File: config.mk
export PLATFORM = sky130hd
export DESIGN_NAME = bpm_window_integrator
export DESIGN_NICKNAME = d
export VERILOG_FILES = /design/src/rtl/bpm_pkg.sv /design/src/rtl/bpm_sample_counter.sv /design/src/rtl/bpm_window_integrator.sv
export SDC_FILE = /design/constraint.sdc
export NUM_CORES = 1
export LEC_CHECK = 0
export ABC_AREA = 1
export CAP_MARGIN = 20
export CELL_PAD_IN_SITES_DETAIL_PLACEMENT = 0
export CELL_PAD_IN_SITES_GLOBAL_PLACEMENT = 1
export CORE_MARGIN = 3
export CORE_UTILIZATION = 40
export CTS_CLUSTER_SIZE = 28
export DETAILED_ROUTE_END_ITERATION = 10
export GPL_TIMING_DRIVEN = 0
export PLACE_DENSITY_LB_ADDON = 0.1
export REMOVE_ABC_BUFFERS = 1
export SLEW_MARGIN = 20
export SYNTH_ARGS = -nofsm -noshare
export SYNTH_HDL_FRONTEND = slang
export SYNTH_SLANG_ARGS = --single-unit
File: constraint.sdc
create_clock -name CLK -period 3.3 [get_ports CLK]
set_clock_uncertainty 0.15 [all_clocks]
set_input_delay 0.99 -clock CLK [delete_from_list [all_inputs] [get_ports CLK]]
set_output_delay 0.99 -clock CLK [all_outputs]
set_load 0.005 [all_outputs]
File: src/rtl/bpm_pkg.sv
// Shared definitions for the BPM window integrator: FSM state encoding and default widths.
package bpm_pkg;

    localparam int BPM_DATA_W = 16;
    localparam int BPM_DLY_W  = 10;
    localparam int BPM_LEN_W  = 9;
    localparam int BPM_SUM_W  = BPM_DATA_W + BPM_LEN_W + 1;

    typedef enum logic [2:0] {
        ST_IDLE,
        ST_BASE,
        ST_DELAY,
        ST_INTEG,
        ST_HOLD
    } bpm_state_e;

endpackage

File: src/rtl/bpm_sample_counter.sv
// Loadable down-counter of valid samples; load wins over decrement, saturates at zero.
module bpm_sample_counter
    import bpm_pkg::*;
#(
    parameter int CNT_W = 10
) (
    input  logic             CLK,
    input  logic             RST,
    input  logic             load_i,
    input  logic [CNT_W-1:0] load_val_i,
    input  logic             dec_i,
    output logic             zero_o,
    output logic             one_o
);

    logic [CNT_W-1:0] cnt_q;
    logic [CNT_W-1:0] cnt_d;

    always_comb begin
        cnt_d = cnt_q;
        if (load_i) begin
            cnt_d = load_val_i;
        end else if (dec_i && (cnt_q != '0)) begin
            cnt_d = cnt_q - 1'b1;
        end
    end

    always_ff @(posedge CLK or posedge RST) begin
        if (RST) begin
            cnt_q <= '0;
        end else begin
            cnt_q <= cnt_d;
        end
    end

    assign zero_o = (cnt_q == '0);
    assign one_o  = (cnt_q == CNT_W'(1));

endmodule

File: src/rtl/bpm_window_integrator.sv
// Triggered delay-then-window integrator of the BPM sample stream with a valid/ready result.
// Define BPM_BASELINE_SUB_EN to sum an equal-length pre-delay window and subtract it.
module bpm_window_integrator
    import bpm_pkg::*;
#(
    parameter int DATA_W = BPM_DATA_W,
    parameter int DLY_W  = BPM_DLY_W,
    parameter int LEN_W  = BPM_LEN_W,
    parameter int SUM_W  = DATA_W + LEN_W + 1
) (
    input  logic              CLK,
    input  logic              RST,
    input  logic [DATA_W-1:0] dataAin,
    input  logic              enable,
    input  logic              trigger,
    input  logic [DLY_W-1:0]  cfg_delay,
    input  logic [LEN_W-1:0]  cfg_len,
    output logic [SUM_W-1:0]  sum_out,
    output logic              out_valid,
    input  logic              out_ready,
    output logic              busy,
    output logic              trig_miss
);

    localparam int CNT_W = (DLY_W > LEN_W) ? DLY_W : LEN_W;

    bpm_state_e              state_q;
    logic [LEN_W-1:0]        len_q;
    logic signed [SUM_W-1:0] sig_acc_q;
    logic [SUM_W-1:0]        sum_out_q;
    logic                    out_valid_q;
    logic                    busy_q;
    logic                    trig_miss_q;
`ifdef BPM_BASELINE_SUB_EN
    logic [DLY_W-1:0]        dly_q;
    logic signed [SUM_W-1:0] base_acc_q;
`endif

    logic signed [SUM_W-1:0] samp_ext;
    logic signed [SUM_W-1:0] sig_acc_nxt;
    logic                    cnt_load;
    logic [CNT_W-1:0]        cnt_val;
    logic                    cnt_zero;
    logic                    cnt_one;
    logic                    smp_use;
    logic                    st_done;

    assign samp_ext = {{(SUM_W-DATA_W){dataAin[DATA_W-1]}}, dataAin};

    // A counting state exits on its last sample, or at once if its count was zero.
    assign smp_use     = enable && !cnt_zero;
    assign st_done     = cnt_zero || (enable && cnt_one);
    assign sig_acc_nxt = smp_use ? (sig_acc_q + samp_ext) : sig_acc_q;

    // Counter is reloaded in the same cycle the FSM enters the next counting state.
    always_comb begin
        cnt_load = 1'b0;
        cnt_val  = '0;
        case (state_q)
            ST_IDLE: begin
                if (trigger) begin
                    cnt_load = 1'b1;
`ifdef BPM_BASELINE_SUB_EN
                    cnt_val  = CNT_W'(cfg_len);
`else
                    cnt_val  = CNT_W'(cfg_delay);
`endif
                end
            end
`ifdef BPM_BASELINE_SUB_EN
            ST_BASE: begin
                if (st_done) begin
                    cnt_load = 1'b1;
                    cnt_val  = CNT_W'(dly_q);
                end
            end
`endif
            ST_DELAY: begin
                if (st_done) begin
                    cnt_load = 1'b1;
                    cnt_val  = CNT_W'(len_q);
                end
            end
            default: ;
        endcase
    end

    bpm_sample_counter #(
        .CNT_W (CNT_W)
    ) u_cnt (
        .CLK        (CLK),
        .RST        (RST),
        .load_i     (cnt_load),
        .load_val_i (cnt_val),
        .dec_i      (enable),
        .zero_o     (cnt_zero),
        .one_o      (cnt_one)
    );

    always_ff @(posedge CLK or posedge RST) begin
        if (RST) begin
            state_q     <= ST_IDLE;
            len_q       <= '0;
            sig_acc_q   <= '0;
            sum_out_q   <= '0;
            out_valid_q <= 1'b0;
            busy_q      <= 1'b0;
            trig_miss_q <= 1'b0;
`ifdef BPM_BASELINE_SUB_EN
            dly_q       <= '0;
            base_acc_q  <= '0;
`endif
        end else begin
            if (trigger && (state_q != ST_IDLE)) begin
                trig_miss_q <= 1'b1;
            end
            case (state_q)
                ST_IDLE: begin
                    if (trigger) begin
                        len_q     <= cfg_len;
                        sig_acc_q <= '0;
                        busy_q    <= 1'b1;
`ifdef BPM_BASELINE_SUB_EN
                        dly_q      <= cfg_delay;
                        base_acc_q <= '0;
                        state_q    <= ST_BASE;
`else
                        state_q    <= ST_DELAY;
`endif
                    end
                end
`ifdef BPM_BASELINE_SUB_EN
                ST_BASE: begin
                    if (smp_use) begin
                        base_acc_q <= base_acc_q + samp_ext;
                    end
                    if (st_done) begin
                        state_q <= ST_DELAY;
                    end
                end
`endif
                ST_DELAY: begin
                    if (st_done) begin
                        state_q <= ST_INTEG;
                    end
                end
                ST_INTEG: begin
                    sig_acc_q <= sig_acc_nxt;
                    if (st_done) begin
                        state_q     <= ST_HOLD;
                        out_valid_q <= 1'b1;
`ifdef BPM_BASELINE_SUB_EN
                        sum_out_q   <= sig_acc_nxt - base_acc_q;
`else
                        sum_out_q   <= sig_acc_nxt;
`endif
                    end
                end
                ST_HOLD: begin
                    if (out_ready) begin
                        state_q     <= ST_IDLE;
                        out_valid_q <= 1'b0;
                        busy_q      <= 1'b0;
                    end
                end
                default: begin
                    state_q <= ST_IDLE;
                end
            endcase
        end
    end

    assign sum_out   = sum_out_q;
    assign out_valid = out_valid_q;
    assign busy      = busy_q;
    assign trig_miss = trig_miss_q;

endmodule

Word level (Yosys, flattened, before mapping)
Index checks and enable logic that the tools add are counted.
{ "totals": {"regBits": 77, "out_inout_bits": 29} }
{ "classes": {"add_sub_neg": 2, "eq_ne": 8, "muxes": 21, "reduce_logical": 20} }
{ "op_table": {"columns": ["op", "count"], "rows": [
  ["26-bit 2-to-1 mux", 2],
  ["26-bit one-hot mux with 2 select lines", 1],
  ["10-bit 2-to-1 mux", 3],
  ["26-bit by 16-bit adder with 26-bit output", 1],
  ["10-bit one-hot mux with 2 select lines", 1],
  ["3-bit 2-to-1 mux", 4],
  ["3-bit one-hot mux with 4 select lines", 1],
  ["10-bit by 1-bit == test with 1-bit output, second input constant", 1],
  ["10-bit logical NOT", 1],
  ["10-bit nonzero test", 1],
  ["10-bit by 1-bit subtractor with 10-bit output, second input constant", 1],
  ["9-bit 2-to-1 mux", 1],
  ["2-bit inequality test, second input constant", 4],
  ["2-bit nonzero test", 4],
  ["3-bit by 2-bit == test with 1-bit output, second input constant", 2],
  ["1-bit one-hot mux with 2 select lines", 3],
  ["2-bit AND reduction", 3],
  ["3-bit AND reduction", 2],
  ["1-bit 2-to-1 mux", 5],
  ["1-bit logical AND", 4],
  ["4-bit AND reduction", 1],
  ["3-bit == test, second input constant", 1],
  ["3-bit logical NOT", 1],
  ["3-bit nonzero test", 1],
  ["2 further kinds", 2]
]} }

Logic depth before layout (Yosys ltp)
Gate-level depths: netlist (run 1).
{ "logic_depth": {"word_depth": 6, "ltp_mapped": 15, "depth_no_buf": 15} }

Hierarchy
A second synthesis (run 1) with hierarchy kept.
{ "unflattened": {"hier_cells": 840, "area_unflattened_um2": 5524.0} }
{ "by_module_without_submodules": {"columns": ["module", "instances", "cells_each", "area_each_um2"], "rows": [
  ["bpm_window_integrator", 1, 717, 4714.5],
  ["bpm_sample_counter", 1, 123, 809.5]
]} }

Worst setup path before layout (run 1)
Ideal clock, no wire load.
{ "synth_path": {"path_type": "input to register", "start": "in dataAin[0]", "end": "reg sig_acc_q[14]", "arrival_time_ps": 2423, "required_ps": 3033, "path_slack_ps": 610, "stages": 15, "path_cell_list": "ha_1 inv_1 fa_1 inv_1 nand3_1 nand3_1 nand2_1 nand2_1 nand3_1 nand2_1 nand2_1 nand3_1 nand2_1 nand2_1 nand2_1"} }
{ "synth_between": {"elab_chain_cells": 3} }
{ "synth_rtl": {"columns": ["element", "line", "text"], "rows": [
  ["from (decl)", "bpm_window_integrator.sv:13", "input logic [DATA_W-1:0] dataAin,"],
  ["26-bit by 16-bit adder with 26-bit output", "bpm_window_integrator.sv:53", "assign sig_acc_nxt = smp_use ? (sig_acc_q + samp_ext) : sig_acc_q;"],
  ["26-bit 2-to-1 mux", "bpm_window_integrator.sv:53", null],
  ["26-bit one-hot mux with 2 select lines", "bpm_window_integrator.sv:117", "case (state_q)"],
  ["to (signal assigned)", "bpm_window_integrator.sv:148", "sig_acc_q <= sig_acc_nxt;"],
  ["to (decl)", "bpm_window_integrator.sv:29", "logic signed [SUM_W-1:0] sig_acc_q;"]
]} }
Every way passes these cells.
A chain may end at the register's enable or synchronous reset.

Worst setup path in the final report (run 1)
{ "layout_path": {"start": "in dataAin[0]", "end": "reg sum_out_q[14], in the netlist sum_out[14]"} }
{ "layout_between": {"elab_chain_cells": 2} }
{ "layout_rtl": {"columns": ["element", "line", "text"], "rows": [
  ["26-bit by 16-bit adder with 26-bit output", "bpm_window_integrator.sv:53", null],
  ["26-bit 2-to-1 mux", "bpm_window_integrator.sv:53", null],
  ["to (signal assigned)", "bpm_window_integrator.sv:155", "sum_out_q <= sig_acc_nxt;"],
  ["to (decl)", "bpm_window_integrator.sv:30", "logic [SUM_W-1:0] sum_out_q;"]
]} }
Every way passes these cells.

==> results of run 1 <==
## repair_timing
| item | CTS | global route |
|---|---|---|
| hold endpoints to repair | 0 | 0 |
| gates resized for setup | 2 | 5 |
| endpoints found under the setup margin | 7 | 8 |
| buffers inserted | 0 | 0 |
## flip-flops by register name, summed over array words and instances (netlist names)
signal / count
state_q: 3
out_valid: 1
trig_miss: 1
len_q: 9
u_cnt.cnt_q: 10
sig_acc_q: 26
busy: 1
sum_out: 26
## cells by family after synthesis
| family | count (synthesis) |
|---|---|
| XOR/XNOR | 5 |
| AND/OR/NAND/NOR | 500 |
| flip-flops | 77 |
| buffers and inverters | 146 |
| AO/OA/AOI/OAI | 82 |
| adder cells (fa/ha/maj) | 29 |
## per-stage QoR
stage	setup TNS [ps]	hold slack (ps)	area [µm²]	total power, µW
finish	0	309	6680	5220
global route	-0.284	344	6680	5740
CTS	0	316	6660	5240
detailed placement	-7910	297	6370	4250
global placement	-180600	293	6320	4160
floorplan	0	300	5420	3410
## synth_stat cells (2+ instances only)
master	count	area share, %
nand2_2	2	0.23
nand2_4	2	0.41
nor2_2	2	0.23
nand3_1	82	7.4
dfrtp_1	77	35
nand3b_1	3	0.41
buf_2	9	0.81
nand2_1	330	22
inv_2	4	0.27
ha_1	28	6.3
a21oi_1	21	1.9
a21o_1	2	0.27
o21ai_0	28	2.5
or2_2	12	1.4
o22ai_1	11	1.2
buf_4	2	0.27
xor2_1	2	0.32
o21ai_1	10	0.90
nor2_1	46	3.1
o21ai_2	3	0.47
o211ai_1	2	0.27
nor3_1	6	0.54
xnor2_1	3	0.47
inv_4	3	0.34
nand4_1	9	1.0
buf_6	4	0.81
inv_1	122	8.3
## area by class of cell
class / count / area [µm²]
Tap cell: 176 / 220
Multi-Input combinational cell: 616 / 3030
Inverter: 129 / 494
Sequential cell: 77 / 1930
Timing Repair Buffer: 71 / 722
Clock buffer: 9 / 225
Clock inverter: 7 / 58.8
Fill cell: 1414 / 6720
## path summary, 6_finish.rpt
kind                                                  end  cells past startpoint  slack, ps                  startpoint
worst max register to register    sum_out[25]$_DFFE_PP0P_                      9        650  u_cnt.cnt_q[5]$_DFFE_PP0P_
worst min register to register      trig_miss$_DFFE_PP0P_                      1        310       trig_miss$_DFFE_PP0P_
worst min-delay path                trig_miss$_DFFE_PP0P_                      1        310       trig_miss$_DFFE_PP0P_
max in group asynchronous       sig_acc_q[22]$_DFFE_PP0P_                      3       1620                         RST
worst max-delay path              sum_out[14]$_DFFE_PP0P_                     16        160                  dataAin[0]
min in group asynchronous          state_q[2]$_DFFE_PP0P_                      2        790                         RST
## critical path: cells and delay by family
family / cells / cell delay, ps
fa+ha+maj: 2 / 590
buf+inv: 3 / 640
simple gates: 11 / 1000
## power groups by stage
stage	clock network [µW]	registers (µW)	logic [µW]
floorplan	0	1470	1940
global placement	0	1500	2660
detailed placement	0	1520	2730
CTS	989	1500	2750
global route	1030	1540	3170
finish	966	1500	2750
## layer usage
| metal | wire (µm) | GRT usage, % | vias to the layer above |
|---|---|---|---|
| met1 | 7180 | 27.3 | 2438 |
| met4 | 148 | 4.43 | 0 |
| met5 | 0 | 0 | - |
| li1 | - | - | 2770 |
| met2 | 7370 | 36.8 | 103 |
| met3 | 607 | 3.68 | 11 |
==> flow_summary.yaml, run 1 <==
run_status:
  status: "finished, final reports clean"
floorplan:
  die_h_um: 124
  start_util_pct: 41.4
  dieArea_mm2: 0.0153
  io-pin-count: 69
  coreArea_mm2: 0.0134
  num_rows: 42
  die_w_um: 124
logic_synthesis:
  synth_mux_area_share_pct: 0
  synth_flop_cell: "dfrtp_1"
  synthCells: 839
  async_flop_share_pct: 100
  synth_area_mm2: 0.00555
  synth_top_family_by_area: "simple AND/OR/NAND/NOR gates"
  ys_seq_area_share_pct: 34.7
  synthSimpleGateAreaFrac_pct: 38.4
  synth-xor-area-share_pct: 0.790
  synth_compound_area_share_pct: 8.28
  synth_edf_count: 0
  yosysWarnings: 0
  synth_adder_area_share_pct: 6.68
  synth_area_per_cell_um2: 6.61
  ys_types: 41
  ys_ff_latch: 77
placement:
  globalplace.congestion: 0.895
  placed_cells: 1069
  pre_cts_ws_ps: -410
  hpwl_um: 11600
  port_buffers: 68
clocking:
  clk_pin_slew_ps: 70
  cts_sinks: 77
  clockBufferDepth: 2
  cts-root-buf: "clkbuf_16"
  numCtsBuffers: 9
  clock_latency_ps: 350
  cts-htree-levels: 3
  cts_tree: "done"
  cts_hold_buffers: 0
route:
  drc: 0
  vias_per_cell: 4.91
  wl_per_cell_um: 14.1
  ant_nets: 0
  wl_um: 15300
  dr_total_vias: 5322
  drt_iter0_markers: 317
  dr.pass1.iters: 5
critical_path:
  arrival_ps: 3230
  end_kind: "flip-flop"
  cp_cell_sequence: "clkdlybuf4s50_1 > ha_2 > inv_1 > fa_1 > inv_1 > nand3_1 > nand3_4 > nand2_2 > nand2_2 > nand3_1 > nand2_1 > nand2_1 > nand3_1 > nand2_1 > nand2_1 > nand2_1"
  startpoint_type: "input pin"
  cp_common_cell: "nand2_1"
  crit_type: "in -> reg"
  cp.required_ps: 3390
  crit_slowest_cell: "clkdlybuf4s50_1"
  crit_path_max_fanout: 5
  cpPeakStageDelay_ps: 480
pwr:
  max-vdd-ir-drop_v: 0.000384
  clock_power_share_pct: 18.5
  leakage_uw: 0.00356
  p_per_area_mw_per_mm2: 781
  intPower_uw: 2810
  swShare_pct: 46.1
  seq_power_share_pct: 28.8
  p_sw_uw: 2400
  power_frac_comb_pct: 52.7
cells_and_area:
  final_cells: 1085
  drive_above_1_share_pct: 6.60
  antennaDiodeCount: 0
  mostFrequentLayoutCell: "nand2_1"
  nNetsFinal: 973
  layout_common_cells: "327 x nand2_1, 121 x inv_1, 81 x nand3_1"
  fin_util_pct: 49.8
  area_delta_synth_final_pct: 20.4
timing:
  hold_viol: 0
  setup_viol: 0
  fin_crit_ps: 3140
  fmax_ghz: 0.318
  worst_pin_slew_ps: 712
  drv_slew: 0
  slew_headroom_pct: 52.4
  final.setup.worst_slack_ps: 160
  fin_crit_sh_pct: 95.2
grt:
  grt_start_max_net_pins: 57
  overflow: 0
  grt_pass1_vias: 5285
  track_usage_pct: 21.1
  antenna_found_initial: 0
  grt_first_pass_wirelength_um: 25300
worst_hold_path:
  hold_path_class: "reg -> reg"
run:
  maxCapViolations: 0
(Power assumes the default switching activity.)
==> run 2: changes to the inputs <==
SKIP_CTS_REPAIR_TIMING = 1   (was default)
==> run 2 against run 1 <==
  * Worst hold slack is essentially flat
  * Critical path type unchanged
  * First-iteration DRC count decreased by 12%
  * Power barely moved
  * Critical path depth is the same
  * Count of clock-buffer cells in the layout did not move
==> flow_summary.yaml, run 2 (synthesis results as in run 1) <==
critical_path:
  cp_common_cell: "nand2_1"
  crit_slowest_cell: "clkdlybuf4s50_1"
  crit_family: "simple AND/OR/NAND/NOR gates"
  crit_type: "in -> reg"
  arrival_ps: 3180
  end_kind: "flip-flop"
  cp_cell_sequence: "clkdlybuf4s50_1 > ha_2 > inv_1 > fa_1 > inv_1 > nand3_1 > nand3_4 > nand2_2 > nand2_2 > nand3_1 > nand2_1 > nand2_1 > nand3_1 > nand2_1 > nand2_1 > nand2_1"
  path_buf_inv: 3
  crit_path_max_fanout: 5
  startpoint_type: "input pin"
  cpPeakStageDelay_ps: 480
  cp.required_ps: 3380
cells_and_area:
  antennaDiodeCount: 0
  nNetsFinal: 973
  layout_common_cells: "327 x nand2_1, 121 x inv_1, 81 x nand3_1"
  area_delta_synth_final_pct: 20.5
  final_cells: 1085
  mostFrequentLayoutCell: "nand2_1"
  drive_above_1_share_pct: 6.60
route:
  drt_iter0_markers: 278
  drc: 0
  vias_per_cell: 4.89
  dr_total_vias: 5303
  ant_nets: 0
  wl_per_cell_um: 14.0
  wl_um: 15200
  dr.pass1.iters: 5
pwr:
  p_per_area_mw_per_mm2: 780
  max-vdd-ir-drop_v: 0.000384
  leakage_uw: 0.00357
clocking:
  cts-htree-levels: 3
  cts_tree: "done"
  numCtsBuffers: 9
  cts-root-buf: "clkbuf_16"
  cts_sinks: 77
  clockBufferDepth: 2
  clk_pin_slew_ps: 70
  clock_latency_ps: 350
worst_hold_path:
  hold_path_class: "reg -> reg"
floorplan:
  coreArea_mm2: 0.0134
  die_h_um: 124
  num_rows: 42
  io-pin-count: 69
  dieArea_mm2: 0.0153
  start_util_pct: 41.4
  die_w_um: 124
timing:
  fin_crit_ps: 3100
  setup_viol: 0
  drv_slew: 0
  fmax_ghz: 0.323
  hold_viol: 0
  final.setup.worst_slack_ps: 202
  rsz0062_at_grt: "no"
  slew_headroom_pct: 50.9
  fin_crit_sh_pct: 93.9
  worst_pin_slew_ps: 735
run_status:
  status: "finished, final reports clean"
placement:
  placed_cells: 1069
  pre_cts_ws_ps: -410
  port_buffers: 68
  hpwl_um: 11600
  globalplace.congestion: 0.895
grt:
  grt_start_max_net_pins: 57
  track_usage_pct: 21.0
  overflow: 0
  antenna_found_initial: 0
  grt_first_pass_wirelength_um: 25300
  grt_pass1_vias: 5275
run:
  maxCapViolations: 0
[run 2: changes by cell type in the layout (fill, tap and decap cells not counted)]
cell / change
dlygate4sd2_1: -1
dlymetal6s2s_1: +1
[run 2: layout make-up]
cell class	instances	area (µm²)
Multi-Input combinational cell	616	3030
Tap cell	176	220
Inverter	129	494
Clock inverter	7	58.8
Clock buffer	9	225
Sequential cell	77	1930
Timing Repair Buffer	71	726
Fill cell	1414	6720
[run 2: power by group]
group	switching, µW	internal [µW]
clock	445	520
combinational	1730	1010
sequential	224	1280
total	2400	2810
[run 2: through the flow]
step / hold slack, ps / total power (µW) / TNS [ps] / util [%] / area, µm²
floorplan: 300 / 3410 / 0 / - / 5420
global route: 344 / 5740 / 0 / 49.9 / 6680
global placement: 293 / 4160 / -180600 / 47.2 / 6320
CTS: 316 / 5240 / -176 / 49.7 / 6660
detailed placement: 297 / 4250 / -7910 / 47.6 / 6370
finish: 309 / 5210 / 0 / 49.9 / 6680
[run 2: final timing paths]
path                                       startpoint                         to  slack (ps)  cells after the start
min in group asynchronous                         RST     state_q[2]$_DFFE_PP0P_         790                      2
hold reg to reg                 trig_miss$_DFFE_PP0P_      trig_miss$_DFFE_PP0P_         310                      1
setup reg to reg           u_cnt.cnt_q[5]$_DFFE_PP0P_    sum_out[25]$_DFFE_PP0P_         640                      9
hold / removal                  trig_miss$_DFFE_PP0P_      trig_miss$_DFFE_PP0P_         310                      1
max in group asynchronous                         RST  sig_acc_q[22]$_DFFE_PP0P_        1620                      3
setup / recovery                           dataAin[0]    sum_out[14]$_DFFE_PP0P_         200                     16
[run 2: worst register-to-register path, delay by kind of cell, from the launching register on]
kind	cells	cell delay, ps
flip-flops	1	400
buffers and inverters	2	530
AND/OR/NAND/NOR	7	1450
[run 2: routing by layer]
layer  global-route usage, %  routed length (µm)
met1                    27.3                7170
met2                    36.7                7320
met3                    3.68                 561
met4                    4.43                 148
met5                       0                   0
